$ cat src/rtl/lcd_pixel_unpacker.sv
`default_nettype none
// ============================================================================
// Module      : lcd_pixel_unpacker
// Description : Pulls packed frame-buffer words from the DMA FIFO and emits
//               one pixel per handshake. Supports 1/2/4/8/16/24 bpp with
//               selectable byte order (bebo) and pixel order (bepo). Tracks
//               the x/y panel position, flags end of line and end of frame,
//               and reports underflow and reserved-depth configuration.
// Revision    : 1.0 - initial release
// ----------------------------------------------------------------------------
// Ports
//   HCLK, HRESET      clock, synchronous active-high reset
//   en                unpacker enable (LCDEN)
//   cfg_bpp           0..5 = 1,2,4,8,16,24 bpp; 6,7 reserved (behave as 8)
//   cfg_bebo          reverse byte order of each word before unpacking
//   cfg_bepo          0 = pixel 0 at word LSBs, 1 = pixel 0 at word MSBs
//   cfg_ppl, cfg_lpp  pixels per line - 1, lines per frame - 1
//   word_valid/data   FIFO word in; word_ready pulls it this cycle
//   pix_valid/ready   pixel handshake; pix_data right-justified, zero-ext
//   pix_eol, pix_eof  current pixel closes its line / its frame
//   underflow         sticky: pixel requested while none held mid-frame
//   cfg_err           sticky: reserved cfg_bpp was latched
// WORD_W must be 32 or 64.
// ============================================================================
module lcd_pixel_unpacker #(
    parameter int WORD_W = 32,
    parameter int PPL_W  = 12,
    parameter int LPP_W  = 11
) (
    input  logic              HCLK,
    input  logic              HRESET,
    input  logic              en,
    input  logic [2:0]        cfg_bpp,
    input  logic              cfg_bebo,
    input  logic              cfg_bepo,
    input  logic [PPL_W-1:0]  cfg_ppl,
    input  logic [LPP_W-1:0]  cfg_lpp,
    input  logic              word_valid,
    input  logic [WORD_W-1:0] word_data,
    output logic              word_ready,
    output logic              pix_valid,
    input  logic              pix_ready,
    output logic [23:0]       pix_data,
    output logic              pix_eol,
    output logic              pix_eof,
    output logic              underflow,
    output logic              cfg_err
);

    localparam int          c_IDX_W    = $clog2(WORD_W);
    localparam int          c_NBYTES   = WORD_W / 8;
    localparam logic [15:0] c_WORD_W16 = 16'(WORD_W);

    // Latched configuration. r_lb is log2 of the slot width in bits
    // (24 bpp uses a 32-bit slot, so lb=5); reserved depths map to 8 bpp.
    logic [2:0]        r_lb;
    logic              r_bebo;
    logic              r_bepo;
    logic [PPL_W-1:0]  r_ppl;
    logic [LPP_W-1:0]  r_lpp;

    logic              r_en_d;
    logic [WORD_W-1:0] r_word;
    logic              r_full;
    logic [c_IDX_W-1:0] r_idx;
    logic [PPL_W-1:0]  r_x;
    logic [LPP_W-1:0]  r_y;
    logic              r_started;
    logic              r_underflow;
    logic              r_cfg_err;

    logic [WORD_W-1:0] w_word_rev;
    logic [WORD_W-1:0] w_word_ord;
    logic [15:0]       w_idx16;
    logic [15:0]       w_ppw;
    logic [15:0]       w_shift;
    logic [23:0]       w_slice;
    logic [23:0]       w_mask;
    logic              w_last;
    logic              w_xfer;
    logic              w_eol;
    logic              w_eof;
    logic              w_rise;
    logic              w_latch;
    logic              w_reserved;

    genvar gb;
    generate
        for (gb = 0; gb < c_NBYTES; gb++) begin : g_byte_rev
            assign w_word_rev[8*gb +: 8] = r_word[WORD_W-8*(gb+1) +: 8];
        end
    endgenerate

    assign w_word_ord = r_bebo ? w_word_rev : r_word;

    // Slot offset is idx << lb from the LSB end, or mirrored from the MSB
    // end when pixel 0 sits at the top of the word.
    assign w_idx16 = 16'(r_idx);
    assign w_ppw   = c_WORD_W16 >> r_lb;
    assign w_last  = (w_idx16 == (w_ppw - 16'd1));
    assign w_shift = r_bepo ? (c_WORD_W16 - ((w_idx16 + 16'd1) << r_lb))
                            : (w_idx16 << r_lb);
    assign w_slice = 24'(w_word_ord >> w_shift);

    // The 32-bit slot of 24 bpp keeps only its lower 24 bits.
    always_comb begin
        case (r_lb)
            3'd0:    w_mask = 24'h000001;
            3'd1:    w_mask = 24'h000003;
            3'd2:    w_mask = 24'h00000F;
            3'd3:    w_mask = 24'h0000FF;
            3'd4:    w_mask = 24'h00FFFF;
            default: w_mask = 24'hFFFFFF;
        endcase
    end

    assign w_xfer     = r_full & pix_ready;
    assign w_eol      = r_full & (r_x == r_ppl);
    assign w_eof      = w_eol & (r_y == r_lpp);
    assign w_rise     = en & ~r_en_d;
    assign w_latch    = w_rise | (w_xfer & w_eof);
    assign w_reserved = (cfg_bpp > 3'd5);

    // An EOL transfer discards the rest of the held word, so it frees the
    // holding register just like the last pixel of the word does.
    assign word_ready = ~HRESET & en & word_valid &
                        (~r_full | (w_xfer & (w_last | w_eol)));

    assign pix_valid = r_full;
    assign pix_data  = r_full ? (w_slice & w_mask) : 24'd0;
    assign pix_eol   = w_eol;
    assign pix_eof   = w_eof;
    assign underflow = r_underflow;
    assign cfg_err   = r_cfg_err;

    always_ff @(posedge HCLK) begin
        if (HRESET) begin
            r_lb        <= 3'd0;
            r_bebo      <= 1'b0;
            r_bepo      <= 1'b0;
            r_ppl       <= '0;
            r_lpp       <= '0;
            r_en_d      <= 1'b0;
            r_word      <= '0;
            r_full      <= 1'b0;
            r_idx       <= '0;
            r_x         <= '0;
            r_y         <= '0;
            r_started   <= 1'b0;
            r_underflow <= 1'b0;
            r_cfg_err   <= 1'b0;
        end else begin
            r_en_d <= en;
            if (!en) begin
                r_full    <= 1'b0;
                r_idx     <= '0;
                r_x       <= '0;
                r_y       <= '0;
                r_started <= 1'b0;
            end else begin
                if (w_latch) begin
                    r_lb   <= w_reserved ? 3'd3 : cfg_bpp;
                    r_bebo <= cfg_bebo;
                    r_bepo <= cfg_bepo;
                    r_ppl  <= cfg_ppl;
                    r_lpp  <= cfg_lpp;
                    if (w_reserved) begin
                        r_cfg_err <= 1'b1;
                    end
                end

                if (w_rise) begin
                    r_underflow <= 1'b0;
                end else if (pix_ready & ~r_full & r_started) begin
                    r_underflow <= 1'b1;
                end

                if (w_xfer) begin
                    if (w_eol) begin
                        r_x <= '0;
                        r_y <= w_eof ? '0 : r_y + 1'b1;
                    end else begin
                        r_x <= r_x + 1'b1;
                    end
                    r_started <= ~w_eof;
                end

                // A word accepted alongside the EOF transfer is unpacked
                // with the configuration latched at this same edge.
                if (word_ready) begin
                    r_word <= word_data;
                    r_full <= 1'b1;
                    r_idx  <= '0;
                end else if (w_xfer) begin
                    if (w_last | w_eol) begin
                        r_full <= 1'b0;
                        r_idx  <= '0;
                    end else begin
                        r_idx <= r_idx + 1'b1;
                    end
                end
            end
        end
    end

endmodule
`default_nettype wire

$ cat config.mk
export PLATFORM = sky130hd
export DESIGN_NAME = lcd_pixel_unpacker
export DESIGN_NICKNAME = d
export VERILOG_FILES = /design/src/rtl/lcd_pixel_unpacker.sv
export SDC_FILE = /design/constraint.sdc
export NUM_CORES = 1
export LEC_CHECK = 0
export CAP_MARGIN = 0
export CORE_ASPECT_RATIO = 1.5
export CORE_MARGIN = 2
export CORE_UTILIZATION = 50
export CTS_BUF_LIST = sky130_fd_sc_hd__clkbuf_16
export DETAILED_ROUTE_END_ITERATION = 10
export PLACE_DENSITY = 0.73
export SLEW_MARGIN = 20
export SYNTH_ARGS = -nofsm -noshare
export SYNTH_HDL_FRONTEND = slang
export SYNTH_SLANG_ARGS = --single-unit
$ cat constraint.sdc
create_clock -name HCLK -period 9.1 [get_ports HCLK]
set_clock_uncertainty 0.15 [all_clocks]
set_input_delay 1.82 -clock HCLK [delete_from_list [all_inputs] [get_ports HCLK]]
set_output_delay 1.82 -clock HCLK [all_outputs]
set_load 0.02 [all_outputs]
==> qor.txt, run 1 <==
utilization of the core after routing - 60.1%
Vias - 6,474
Top FF cell, synth - dfxtp_1
Critical-path top delay cell - dfxtp_1
Period minus WS final - 7.17 ns
Placed Cells - 1,089
R2R Path Start - r_lb[2]
Initial Utilization - 51.2%
Synth Cell Area - 0.00720 mm^2
H-tree depth - 3
ys async rst share - 0%
antenna violations before repair - 0
initial DRC count - 366
layout cells sized above 1 - 8.65%
TritonCTS clock tree - yes
Post-DRT Antenna Nets - 0
post-CTS resize count - 0
Post-Synthesis Cells - 861
post-synth top area share - 25.9%
Slew @ Worst Pin - 0.951 ns
die height - 151 um
hold buffer count at cts - 0
RSZ-0062 raised after global routing - false
Post-CTS Setup Bufs - 0
CTS root buffer - clkbuf_16
most frequent cell after synthesis - mux2i_1
VDD IR max - 0.000106 V
leakage - 0.00304 uW
clock tree sinks - 93
# diodes - 0
CORE AREA - 0.0141 mm^2
# port buffers - 94
Register-to-Register Setup Slack - 5.41 ns
outcome - complete, no violations
final setup TNS - 0 ns
Unique masters post-synth - 77
Worst setup SP type - register
final setup vio count - 0
Max Slew Vio Count - 0
Req. time, crit path - 7.13 ns
Die Footprint - 0.0154 mm^2
Yosys reg bits - 93
PD cells - 129 mW/mm^2
RD Place Congestion - 0.956
Multi-input gate area - 0.00498 mm^2
fin crit share - 78.8%
DR WL/cell - 16.5 um
Final #Nets - 980
first-pass GRT wire length - 29,500 um
die width - 102 um
Clock Path Buffers - 2
CP most frequent cell - mux2i_1
Ys Warns - 0
Seq/Total Area, Yosys - 25.9%
largest cells by area after synthesis - dfxtp_1 26%, mux2i_1 15%, mux4_2 8.8%, nand2_1 5.0%, nor2_1 5.0%
Max Clk Rate - 139 MHz
fill cell count - 1,322
Max-Cap Viols - 0
dpl hpwl - 13,600 um
Rows - 53
Clk Latency, worst-skew pair - 0.34 ns
Ports - 95
Seq. cell area - 0.00186 mm^2
Syn-to-layout area delta - 17.4%
total wire length - 18,300 um
Worst R2R Path Depth - 11
pin count of the biggest net entering global routing - 66
Fin. Hold Viols - 0
CP endpoint - pix_data[3]
crit path cell chain - ha_1 -> inv_1 -> o21ai_0 -> nand3_1 -> ha_1 -> a22o_2 -> buf_4 -> mux2i_1 -> mux4_2 -> mux2i_1 -> mux2i_1 -> a211oi_1 -> clkdlybuf4s50_1
overall global routing resource usage - 23.8%
Critical Path Source - r_idx[0]
mean cell area of the mapped netlist - 8.36 um^2
Hold Path Class - register to register
Slew headroom - 36.6%
Worst Setup End Kind - primary output
synth cell count leaders - 107 x mux2i_1, 95 x nand2_1, 95 x nor2_1, 93 x dfxtp_1, 52 x o21ai_0
post-DR vias/cell - 5.86
final std cells w/o fill - 1,105
CP Class - register to primary output
Overall Power - 1090 uW
vias in the first global route - 5,906
drt first pass iters - 7
CP Max Fanout - 46
WP data arrival - 5.20 ns
cts bufs inserted - 9
RR Endpoint - r_word[31]
total gr overflow - 0
EDFF count, synth - 0
crit-path max cell delay - 0.79 ns
CTS clk-pin slew, worst paths - 0.06 ns
Residual DRC - 0
Post-Syn Nets - 933
most area-hungry cell type in the Yosys netlist - dfxtp_1
## sequential cells by signal (all words and copies together), names as in the netlist, 3 cells and up
register,cells
r_idx,5
r_word,32
r_y,11
r_x,12
r_lb,3
r_lpp,11
r_ppl,12
## power breakdown
group | total (uW) | internal, uW | switching, uW
sequential | 442 | 423 | 19.5
clock | 400 | 242 | 158
combinational | 251 | 118 | 132
## how the worst min path moves through the flow
| stage | cells after the start | start | end | slack (ns) |
|---|---|---|---|---|
| after floorplan | 2 | r_started | r_started | 0.29 |
| after global placement | 2 | r_started | r_started | 0.31 |
| after detailed placement | 2 | r_started | r_started | 0.33 |
| after CTS | 2 | r_started | r_started | 0.34 |
| after global routing | 2 | r_started | r_started | 0.39 |
| final | 2 | r_started | r_started | 0.34 |
## stage by stage
stage | instance area (um^2) | setup WS (ns) | hold WS, ns
detailed placement | 8130 | 2.39 | 0.327
CTS | 8460 | 2.02 | 0.341
floorplan | 7200 | 3.68 | 0.289
global route | 8460 | 1.65 | 0.386
finish | 8460 | 1.93 | 0.336
global placement | 8130 | 2.52 | 0.310
## cell families (layout without fill, tap and decap cells)
logic type	Yosys count	in the layout	share of synthesized area, %
XOR/XNOR	51	51	6.31
AND/OR/NAND/NOR	333	333	22.4
multiplexers	142	142	24.8
adder cells (fa/ha/maj)	7	7	1.22
flip-flops	93	93	25.9
AO/OA/AOI/OAI	155	155	14.2
buffers and inverters	80	132	5.30
## area by class of cell
cell class,count,area share [%]
clock buffers,9,2.66
repair buffers,103,11.9
inverters,13,0.577
flip-flops and latches,93,22.0
well taps,192,2.84
multi-input cells,688,58.9
clock inverters,7,1.17
## worst max-delay path, delay by kind of cell (launching register included)
kind	cells	cell delay, ns
flip-flops	1	0.79
buffers and inverters	3	1.36
adder cells (fa/ha/maj)	2	0.67
AO/OA/AOI/OAI	3	0.76
multiplexers	4	1.16
AND/OR/NAND/NOR	1	0.12
## cell usage in the layout, fill, tap and decap left out, types with 3 or more instances in the layout
master,synthesis,final
o31ai_1,4,3
a211oi_1,16,16
a211o_1,3,3
o211ai_1,8,8
mux4_2,28,28
xor2_1,27,27
inv_1,12,12
nor3_1,17,17
nor3b_1,4,4
clkdlybuf4s50_1,0,93
ha_1,7,7
mux2i_1,107,107
nand3_1,17,17
and2_1,5,5
xnor2_1,23,23
nor4_1,7,7
nand2b_1,38,38
dfxtp_1,93,93
o21ai_0,52,51
a31oi_1,4,4
or3_1,9,9
clkbuf_16,0,9
a21oi_1,30,30
buf_4,6,9
mux2_2,6,6
nor2b_1,5,5
nor2_1,95,95
nand2_1,95,95
and3_1,14,13
a311oi_1,5,5
nand4_1,11,11
## per-layer routing
layer	up-vias	part of all wire (%)	global-route usage [%]
met5	-	0	0
met4	0	3.2	10.1
met3	35	5.2	3.65
met2	230	50	40.5
met1	3024	41	29.8
li1	3185	-	-
Note: power is estimated with default switching activity, not from simulation.
==> run 2, diff against run 1 <==
==> constraint.sdc (replaced) <==
create_clock -name HCLK -period 7 [get_ports HCLK]
set_clock_uncertainty 0.15 [all_clocks]
set_input_delay 1.4 -clock HCLK [delete_from_list [all_inputs] [get_ports HCLK]]
set_output_delay 1.4 -clock HCLK [all_outputs]
set_load 0.02 [all_outputs]
==> run 2 against run 1 <==
Sequential power increased by 31%. Global-route usage increased by 0.72 points. Worst setup slack got worse by 1.3 ns. Wire length increased by 1.9%. Worst hold slack improved by 0.0031 ns. Power increased by 28%. Die area unchanged. Count of clock-buffer cells in the layout unchanged. Core utilization increased by 0.20 points. Final area increased by 0.34%. Non-clock buffer count increased by 7. Combinational power increased by 31%. Critical endpoint is now pix_data[9]. Largest power group unchanged.
==> qor.txt, run 2 (synthesized netlist as in run 1, its figures left out) <==
register with the most flip-flops - r_word (unchanged)
final setup vio count - 0 (unchanged)
Vias - 6,505 (was 6,474)
vias in the first global route - 6,078 (was 5,906)
total wire length - 18,600 um (was 18,300 um)
leakage - 0.00306 uW (was 0.00304 uW)
worst hold start - cfg_err (was r_started)
outcome - complete, no violations (unchanged)
CP Max Fanout - 25 (was 46)
sequential share of power - 41.4% (was 40.5%)
clock tree sinks - 93 (unchanged)
Period minus WS final - 6.38 ns
overall global routing resource usage - 24.6% (was 23.8%)
Register-to-Register Setup Slack - 3.24 ns (was 5.41 ns)
H-tree depth - 3 (unchanged)
RSZ-0062 raised after global routing - false (unchanged)
Max-Cap Viols - 0 (unchanged)
Post-CTS Setup Bufs - 0 (unchanged)
R2R Path Start - r_lb[2] (unchanged)
# port buffers - 94 (unchanged)
WP data arrival - 4.83 ns (was 5.20 ns)
Max Clk Rate - 157 MHz
Worst setup SP type - register (unchanged)
Fin. Hold Viols - 0 (unchanged)
most frequent cells in the layout - 107 x mux2i_1, 95 x nand2_1, 95 x nor2_1 (unchanged)
Slew @ Worst Pin - 1.02 ns (was 0.951 ns)
Clk Latency, worst-skew pair - 0.34 ns (about the same)
first-pass GRT wire length - 30,200 um (was 29,500 um)
commonest non-fill, non-tap cell in the layout - mux2i_1 (unchanged)
CTS clk-pin slew, worst paths - 0.06 ns (about the same)
DR WL/cell - 16.7 um (was 16.5 um)
CP endpoint - pix_data[9] (was pix_data[3])
utilization of the core after routing - 60.4% (was 60.1%)
CORE AREA - 0.0141 mm^2 (unchanged)
Hold Path Class - register to register (unchanged)
VDD IR max - 0.000206 V (was 0.000106 V)
RR Endpoint - r_word[0] (was r_word[31])
sw frac - 29.4% (was 28.3%)
Ports - 95 (unchanged)
Rows - 53 (unchanged)
CP Class - register to primary output (unchanged)
post-CTS resize count - 0 (unchanged)
drt first pass iters - 5 (was 7)
clock network power share - 35.0% (was 36.6%)
Max Slew Vio Count - 0 (unchanged)
Syn-to-layout area delta - 17.8% (was 17.4%)
leading registers by flop count - r_word x32, r_ppl x12, r_x x12 (unchanged)
cts bufs inserted - 9 (unchanged)
Residual DRC - 0 (unchanged)
Clock Path Buffers - 2 (unchanged)
Largest register FFs - 32 (unchanged)
post-DR vias/cell - 5.85 (was 5.86)
final setup TNS - 0 ns (unchanged)
Post-DRT Antenna Nets - 0 (unchanged)
TritonCTS clock tree - yes (unchanged)
fin crit share - 91.1%
total gr overflow - 0 (unchanged)
die height - 151 um (unchanged)
Initial Utilization - 51.2% (unchanged)
dpl hpwl - 14,000 um (was 13,600 um)
pin count of the biggest net entering global routing - 65 (was 66)
Comb power frac - 23.7% (was 22.9%)
Final #Nets - 987 (was 980)
Die Footprint - 0.0154 mm^2 (unchanged)
P_sw - 410 uW (was 310 uW)
# diodes - 0 (unchanged)
layout cells sized above 1 - 9.24% (was 8.65%)
die width - 102 um (unchanged)
Worst R2R Path Depth - 12 (was 11)
CTS root buffer - clkbuf_16 (unchanged)
RD Place Congestion - 0.928 (was 0.956)
antenna violations before repair - 0 (unchanged)
PD cells - 165 mW/mm^2 (was 129 mW/mm^2)
initial DRC count - 372 (was 366)
Slew headroom - 31.7% (was 36.6%)
hold buffer count at cts - 0 (unchanged)
Req. time, crit path - 5.45 ns (was 7.13 ns)
P_int - 987 uW (was 783 uW)
Worst Setup End Kind - primary output (unchanged)
Critical Path Source - r_idx[1] (was r_idx[0])
## run 2: worst max-delay path: stages, from the launching register on
cell	delay, ns
dfxtp_1	0.62
ha_1	0.31
inv_1	0.15
o21ai_0	0.25
nand3_1	0.11
ha_1	0.31
a22o_2	0.62
mux2i_1	0.24
mux2i_1	0.21
and4_1	0.21
nand2_1	0.07
a2111oi_0	0.41
o31ai_1	0.12
a211oi_1	0.21
clkdlybuf4s50_1	0.65
## run 2: power groups by stage
stage	logic, uW	clock network [uW]	registers, uW
final	330	489	578
after global routing	359	517	580
after CTS	329	498	577
after detailed placement	327	0	589
after global placement	324	0	589
after floorplan	239	0	577
## run 2: how the worst min path moves through the flow
stage,endpoint,cells past startpoint
2_1_floorplan,r_started,2
3_3_place_gp,cfg_err,2
3_5_place_dp,cfg_err,2
4_1_cts,cfg_err,2
5_1_grt,r_started,2
6_report,cfg_err,2
## run 2: metrics by stage
step                setup WS, ns  instances  hold slack (ns)  total power (uW)  area, um^2
detailed placement          1.01       1096            0.317               917        8180
CTS                        0.646       1112            0.335              1400        8480
global route               0.297       1112            0.372              1460        8480
finish                     0.625       1112            0.339              1400        8480
floorplan                   2.00        861            0.289               816        7200
global placement            1.09       1096            0.302               913        8180
## run 2: routing by layer
| layer | share of wire [%] | vias to the layer above | global-route usage, % | wire length [um] |
|---|---|---|---|---|
| li1 | - | 3201 | - | - |
| met1 | 41 | 3071 | 30.0 | 7730 |
| met2 | 51 | 201 | 43.5 | 9550 |
| met3 | 4.6 | 32 | 3.60 | 852 |
| met4 | 2.6 | 0 | 8.67 | 493 |
| met5 | 0 | - | 0 | 0 |
## run 2: cell type report
cell class,count,area (um^2)
Multi-Input combinational cell,688,4980
Inverter,13,48.8
Sequential cell,93,1860
Clock buffer,9,225
Tap cell,192,240
Clock inverter,7,75.1
Fill cell,1287,5570
Timing Repair Buffer,110,1060
==> run 3, diff against run 2 <==
--- a/config.mk
+++ b/config.mk
@@ -8,10 +8,9 @@
 export CAP_MARGIN = 0
 export CORE_ASPECT_RATIO = 1.5
 export CORE_MARGIN = 2
-export CORE_UTILIZATION = 50
+export CORE_UTILIZATION = 40
 export CTS_BUF_LIST = sky130_fd_sc_hd__clkbuf_16
 export DETAILED_ROUTE_END_ITERATION = 10
-export PLACE_DENSITY = 0.73
 export SLEW_MARGIN = 20
 export SYNTH_ARGS = -nofsm -noshare
 export SYNTH_HDL_FRONTEND = slang
==> run 3 against run 2 <==
Critical path type unchanged. Register-to-register slack improved by 0.12 ns. Clock power is 5.9% higher. Wire length rose by 3.4%. Combinational power up 1%. Largest cell class unchanged.
==> qor.txt, run 3 (synthesized netlist as in run 1, its figures left out) <==
sequential share of power - 40.4% (was 41.4%)
layout cells sized above 1 - 9.44% (was 9.24%)
CTS clk-pin slew, worst paths - 0.06 ns (about the same)
# diodes - 0 (unchanged)
fin crit share - 91.8% (was 91.1%)
P_int - 1020 uW (was 987 uW)
CP Class - register to primary output (unchanged)
Hold Path Class - register to register (unchanged)
CORE AREA - 0.0178 mm^2 (was 0.0141 mm^2)
Largest register FFs - 32 (unchanged)
cts bufs inserted - 9 (unchanged)
Ports - 95 (unchanged)
Slew @ Worst Pin - 0.924 ns (was 1.02 ns)
post-CTS resize count - 0 (unchanged)
Post-CTS Setup Bufs - 0 (unchanged)
# port buffers - 94 (unchanged)
clock network power share - 36.2% (was 35.0%)
Final Hold Slack - 0.331 ns (was 0.339 ns)
Max Clk Rate - 156 MHz (was 157 MHz)
Clock Path Buffers - 2 (unchanged)
hold buffer count at cts - 0 (unchanged)
final setup vio count - 0 (unchanged)
RR Endpoint - r_bebo (was r_word[0])
Req. time, crit path - 5.45 ns (about the same)
Syn-to-layout area delta - 18.8% (was 17.8%)
crit path cell chain - ha_1 -> inv_1 -> o21ai_0 -> nand3_1 -> ha_1 -> a22o_2 -> buf_4 -> mux2i_1 -> mux2i_1 -> and3_1 -> o31ai_1 -> a211oi_1 -> clkdlybuf4s50_1 (was ha_1 -> inv_1 -> o21ai_0 -> nand3_1 -> ha_1 -> a22o_2 -> mux2i_1 -> mux2i_1 -> and4_1 -> nand2_1 -> a2111oi_0 -> o31ai_1 -> a211oi_1 -> clkdlybuf4s50_1)
PD cells - 167 mW/mm^2 (was 165 mW/mm^2)
antenna violations before repair - 0 (unchanged)
RSZ-0062 raised after global routing - false (unchanged)
sw frac - 28.5% (was 29.4%)
Rows - 60 (was 53)
leakage - 0.00309 uW (was 0.00306 uW)
H-tree depth - 3 (unchanged)
CP endpoint - pix_data[9] (unchanged)
met2 Use GR - 35.7% (was 43.5%)
met3 Use GR - 1.87% (was 3.60%)
Worst R2R Path Depth - 9 (was 12)
CTS root buffer - clkbuf_16 (unchanged)
VDD IR max - 0.000209 V (was 0.000206 V)
Final Cell Area - 0.00855 mm^2 (was 0.00848 mm^2)
Clk Latency, worst-skew pair - 0.34 ns (about the same)
pin count of the biggest net entering global routing - 65 (unchanged)
Fin. Hold Viols - 0 (unchanged)
pre-CTS setup slack - 0.991 ns (was 1.01 ns)
die width - 114 um (was 102 um)
drt first pass iters - 4 (was 5)
Max Slew Vio Count - 0 (unchanged)
GR peak layer - met2 (unchanged)
TritonCTS clock tree - yes (unchanged)
met1 Use GR - 25.3% (was 30.0%)
crit-path max cell delay - 0.63 ns (was 0.65 ns)
commonest non-fill, non-tap cell in the layout - mux2i_1 (unchanged)
Critical-path top delay cell - dfxtp_1 (was clkdlybuf4s50_1)
outcome - complete, no violations (unchanged)
RD Place Congestion - 0.852 (was 0.928)
die height - 168 um (was 151 um)
Max-Cap Viols - 0 (unchanged)
Residual DRC - 0 (unchanged)
register with the most flip-flops - r_word (unchanged)
first-pass GRT wire length - 31,600 um (was 30,200 um)
Vias - 6,449 (was 6,505)
WP data arrival - 4.87 ns (was 4.83 ns)
CP Max Fanout - 26 (was 25)
P_sw - 407 uW (was 410 uW)
Post-DRT Antenna Nets - 0 (unchanged)
Slew headroom - 38.4% (was 31.7%)
Post-DP Area - 0.00823 mm^2 (was 0.00818 mm^2)
Die Footprint - 0.0191 mm^2 (was 0.0154 mm^2)
most frequent cells in the layout - 107 x mux2i_1, 95 x nand2_1, 95 x nor2_1 (unchanged)
R2R Path Start - r_x[1] (was r_lb[2])
total wire length - 19,300 um (was 18,600 um)
leading registers by flop count - r_word x32, r_ppl x12, r_x x12 (unchanged)
Worst Setup End Kind - primary output (unchanged)
Worst setup SP type - register (unchanged)
total gr overflow - 0 (unchanged)
final setup TNS - 0 ns (unchanged)
dpl hpwl - 14,700 um (was 14,000 um)
Register-to-Register Setup Slack - 3.36 ns (was 3.24 ns)
post-DR vias/cell - 5.66 (was 5.85)
clock tree sinks - 93 (unchanged)
Comb power frac - 23.4% (was 23.7%)
initial DRC count - 357 (was 372)
setup ws final - 0.576 ns (was 0.625 ns)
vias in the first global route - 6,268 (was 6,078)
Critical Path Source - r_idx[1] (unchanged)
Final #Nets - 989 (was 987)
final std cells w/o fill - 1,139 (was 1,112)
fill cell count - 1,731 (was 1,287)
Placed Cells - 1,123 (was 1,096)
overall global routing resource usage - 20.2% (was 24.6%)
Initial Utilization - 40.5% (was 51.2%)
Period minus WS final - 6.42 ns (was 6.38 ns)
DR WL/cell - 16.9 um (was 16.7 um)
run 3: changes by cell type in the layout (fill, tap and decap cells not counted), sizes merged:
cell	before	now
inv	15	13
bufinv	1	2
buf	17	19
clkinvlp	2	1
clkinv	2	4
run 3: power by group through the flow:
stage                     registers (uW)  clock network (uW)  logic (uW)
final                                577                 518         334
after global routing                 579                 549         366
after CTS                            576                 532         334
after detailed placement             588                   0         332
after global placement               588                   0         332
after floorplan                      577                   0         239
run 3: area by class of cell:
class / instances / area, um^2 / area share, %
multi-input combinational: 688 / 4980 / 58.2
tap: 217 / 272 / 3.17
inverter: 13 / 48.8 / 0.571
clock buffer: 9 / 225 / 2.63
clock inverter: 7 / 97.6 / 1.14
sequential: 93 / 1860 / 21.8
timing repair buffer: 112 / 1070 / 12.5
run 3: critical path, delay by kind of cell (launching register included):
kind            cells  cell delay, ns
fa+ha+maj           2            0.64
mux                 2            0.46
simple gates        2            0.37
flops               1            0.63
compound gates      4            1.28
buf+inv             3            1.14
run 3: routing by layer:
metal  up-vias  share of wire, %
met5         -                 0
met4         0               2.6
met3        38               3.6
met2       163                51
met1      3038                43
li1       3210                 -
run 3: worst min-delay path by stage:
| stage | start | endpoint | slack (ns) | cells past startpoint |
|---|---|---|---|---|
| 6_report | r_started | r_started | 0.33 | 2 |
| 5_1_grt | r_started | r_started | 0.36 | 2 |
| 4_1_cts | r_started | r_started | 0.34 | 2 |
| 3_5_place_dp | cfg_err | cfg_err | 0.32 | 2 |
| 3_3_place_gp | r_started | r_started | 0.31 | 2 |
| 2_1_floorplan | r_started | r_started | 0.29 | 2 |
run 3: stage by stage:
step	util (%)	power [uW]
3_3_place_gp	46.3	920
2_1_floorplan	-	816
4_1_cts	48.1	1440
5_1_grt	48.1	1490
3_5_place_dp	46.3	921
6_report	48.1	1430
==> RTL edit, RTL diff (config.mk and constraints of run 3) <==
Change the parameter `PPL_W` from 12 to 18.
--- a/src/rtl/lcd_pixel_unpacker.sv
+++ b/src/rtl/lcd_pixel_unpacker.sv
@@ -24,7 +24,7 @@
 // ============================================================================
 module lcd_pixel_unpacker #(
     parameter int WORD_W = 32,
-    parameter int PPL_W  = 12,
+    parameter int PPL_W  = 18,
     parameter int LPP_W  = 11
 ) (
     input  logic              HCLK,
Interface: changed (resized cfg_ppl); port bits go from 95 to 101. The function was not compared with the original's and may differ.
==> RTL edit against run 3 <==
  * Critical path depth up 3
  * Die area up 13%
  * Hold slack worse by 9.4 ps
  * Routed wire length up 29%
  * First-iteration DRC count up 43%
  * Sequential cell count up 12
  * Global-route usage up 3.2 points
  * Power up 7.4%
  * Cell area up 11%
  * Worst setup slack worse by 150 ps
  * Synthesized area up 14%
  * Sequential share of layout area up 0.35 points
  * Largest cell class unchanged
  * Largest power group unchanged
==> RTL edit: results (changes against run 3) <==
DR vias/cell=5.79 (was 5.66); post-DP HPWL=18.8 mm (was 14.7 mm); Max FO, Critical Path=23 (was 26); DR pass1 iterations=5 (was 4); Slew headroom=0.320 (was 0.384); top area cells in the synthesized netlist=dfxtp_1 26%, mux2i_1 6.0%, nand2_1 5.7% (was dfxtp_1 26%, mux2i_1 15%, mux4_2 8.8%); cell count after synthesis=1000 (was 861); Switching Fraction=0.327 (was 0.285); first-pass GRT wire length=40.1 mm (was 31.6 mm); nets=1134 (was 989); H-Tree Depth=3 (unchanged); Place WS=852 ps (was 991 ps); total CTS buffers=9 (unchanged); final WL=24.8 mm (was 19.3 mm); largest net degree at the start of global routing=69 (was 65); maximum VDD drop=0.128 mV (was 0.209 mV); Yosys Warn Count=0 (unchanged); met1 GRT Util=0.256 (was 0.253); root buf cell=clkbuf_16 (unchanged); Synth async-reset ratio=0 (unchanged); GPL Wtd Cong=0.964 (was 0.852); DR iter-0 viols=511 (was 357); CTS-repair resized insts=0 (unchanged); sequential share of the synthesized area=0.257 (was 0.259); status=complete, no violations (unchanged); dpl cells=1309 (was 1123); largest stage delay on the critical path=680 ps (was 630 ps); GRT met3 Usage=0.0280 (was 0.0187); Max Root-Sink Buffers=2 (unchanged); most frequent cells after synthesis=125 x nand2_1, 105 x dfxtp_1, 86 x a21oi_1 (was 107 x mux2i_1, 95 x nand2_1, 95 x nor2_1); Synth cell types=87 (was 77); number of diodes=0 (unchanged); number of global-route vias before repair=7567 (was 6268); M2 GR Usage=0.428 (was 0.357); Clk pin slew, worst setup/hold paths=80 ps (was 60 ps); worst min path class=flip-flop to flip-flop (unchanged); fraction of layout cells with a size suffix above 1=0.110 (was 0.0944); Top delay family on crit path=compound AO/OA/AOI/OAI gates (unchanged); initial antenna violation count=0 (unchanged); clock network latency to the later pin of the worst-skew pair=370 ps (was 340 ps); Static Leak=3.27 nW (was 3.09 nW); Total GRT Usage=0.234 (was 0.202); Worst path slowest cell=clkdlybuf4s50_1 (was dfxtp_1); routed length per placed instance=18.7 µm (was 16.9 µm); critical path arrival=5030 ps (was 4870 ps); IO buf count=100 (was 94); DP Area=9190 µm² (was 8230 µm²); Largest regs=r_word (32), r_ppl (18), r_x (18) (was r_word (32), r_ppl (12), r_x (12)); post-CTS setup buffers=0 (unchanged)
RTL edit: changes by cell type after synthesis, moves of 11 or more:
cell / delta
dfxtp_1: +12
nand2b_1: -29
buf_4: +13
xor2_1: -11
o211ai_1: +15
a21oi_1: +56
o21ai_0: -22
nor2b_1: +26
nand2_1: +30
xnor2_1: +17
nand3_1: +21
buf_2: -12
mux2_2: +32
mux2i_1: -58
RTL edit: layer usage:
layer,vias up,share of wire
met5,-,0
met4,0,0.061
met2,219,0.52
met1,3612,0.39
met3,69,0.032
li1,3766,-
RTL edit: worst paths after layout:
check	slack [ps]	to	cells past startpoint	from
max	420	pix_data[3]	16	r_idx[1]
min	320	r_lpp[10]	2	r_lpp[10]
max reg2reg	3180	r_word[22]	12	r_lb[2]
min reg2reg	320	r_lpp[10]	2	r_lpp[10]
RTL edit: kinds of logic (layout without fill, tap and decap cells):
family,count (synthesis),count (layout),synth area share
XOR/XNOR,58,58,0.0640
adder cells (fa/ha/maj),7,7,0.0107
buffers and inverters,93,154,0.0637
flip-flops,105,105,0.257
AO/OA/AOI/OAI,241,241,0.199
AND/OR/NAND/NOR,386,386,0.231
multiplexers,110,110,0.175
RTL edit: cell type report:
cell class              count  area [µm²]
clock buffers               9         225
clock inverters             7        85.1
fillers                  2028       10800
inverters                  22        82.6
multi-input cells         802        5560
flip-flops and latches    105        2100
well taps                 264         330
repair buffers            116        1120
RTL edit: power groups by stage:
| stage | Sequential (mW) | Combinational, mW | Clock (mW) |
|---|---|---|---|
| floorplan | 0.649 | 0.266 | 0 |
| global placement | 0.664 | 0.365 | 0 |
| detailed placement | 0.664 | 0.366 | 0 |
| CTS | 0.650 | 0.368 | 0.535 |
| global route | 0.653 | 0.400 | 0.553 |
| finish | 0.650 | 0.369 | 0.516 |
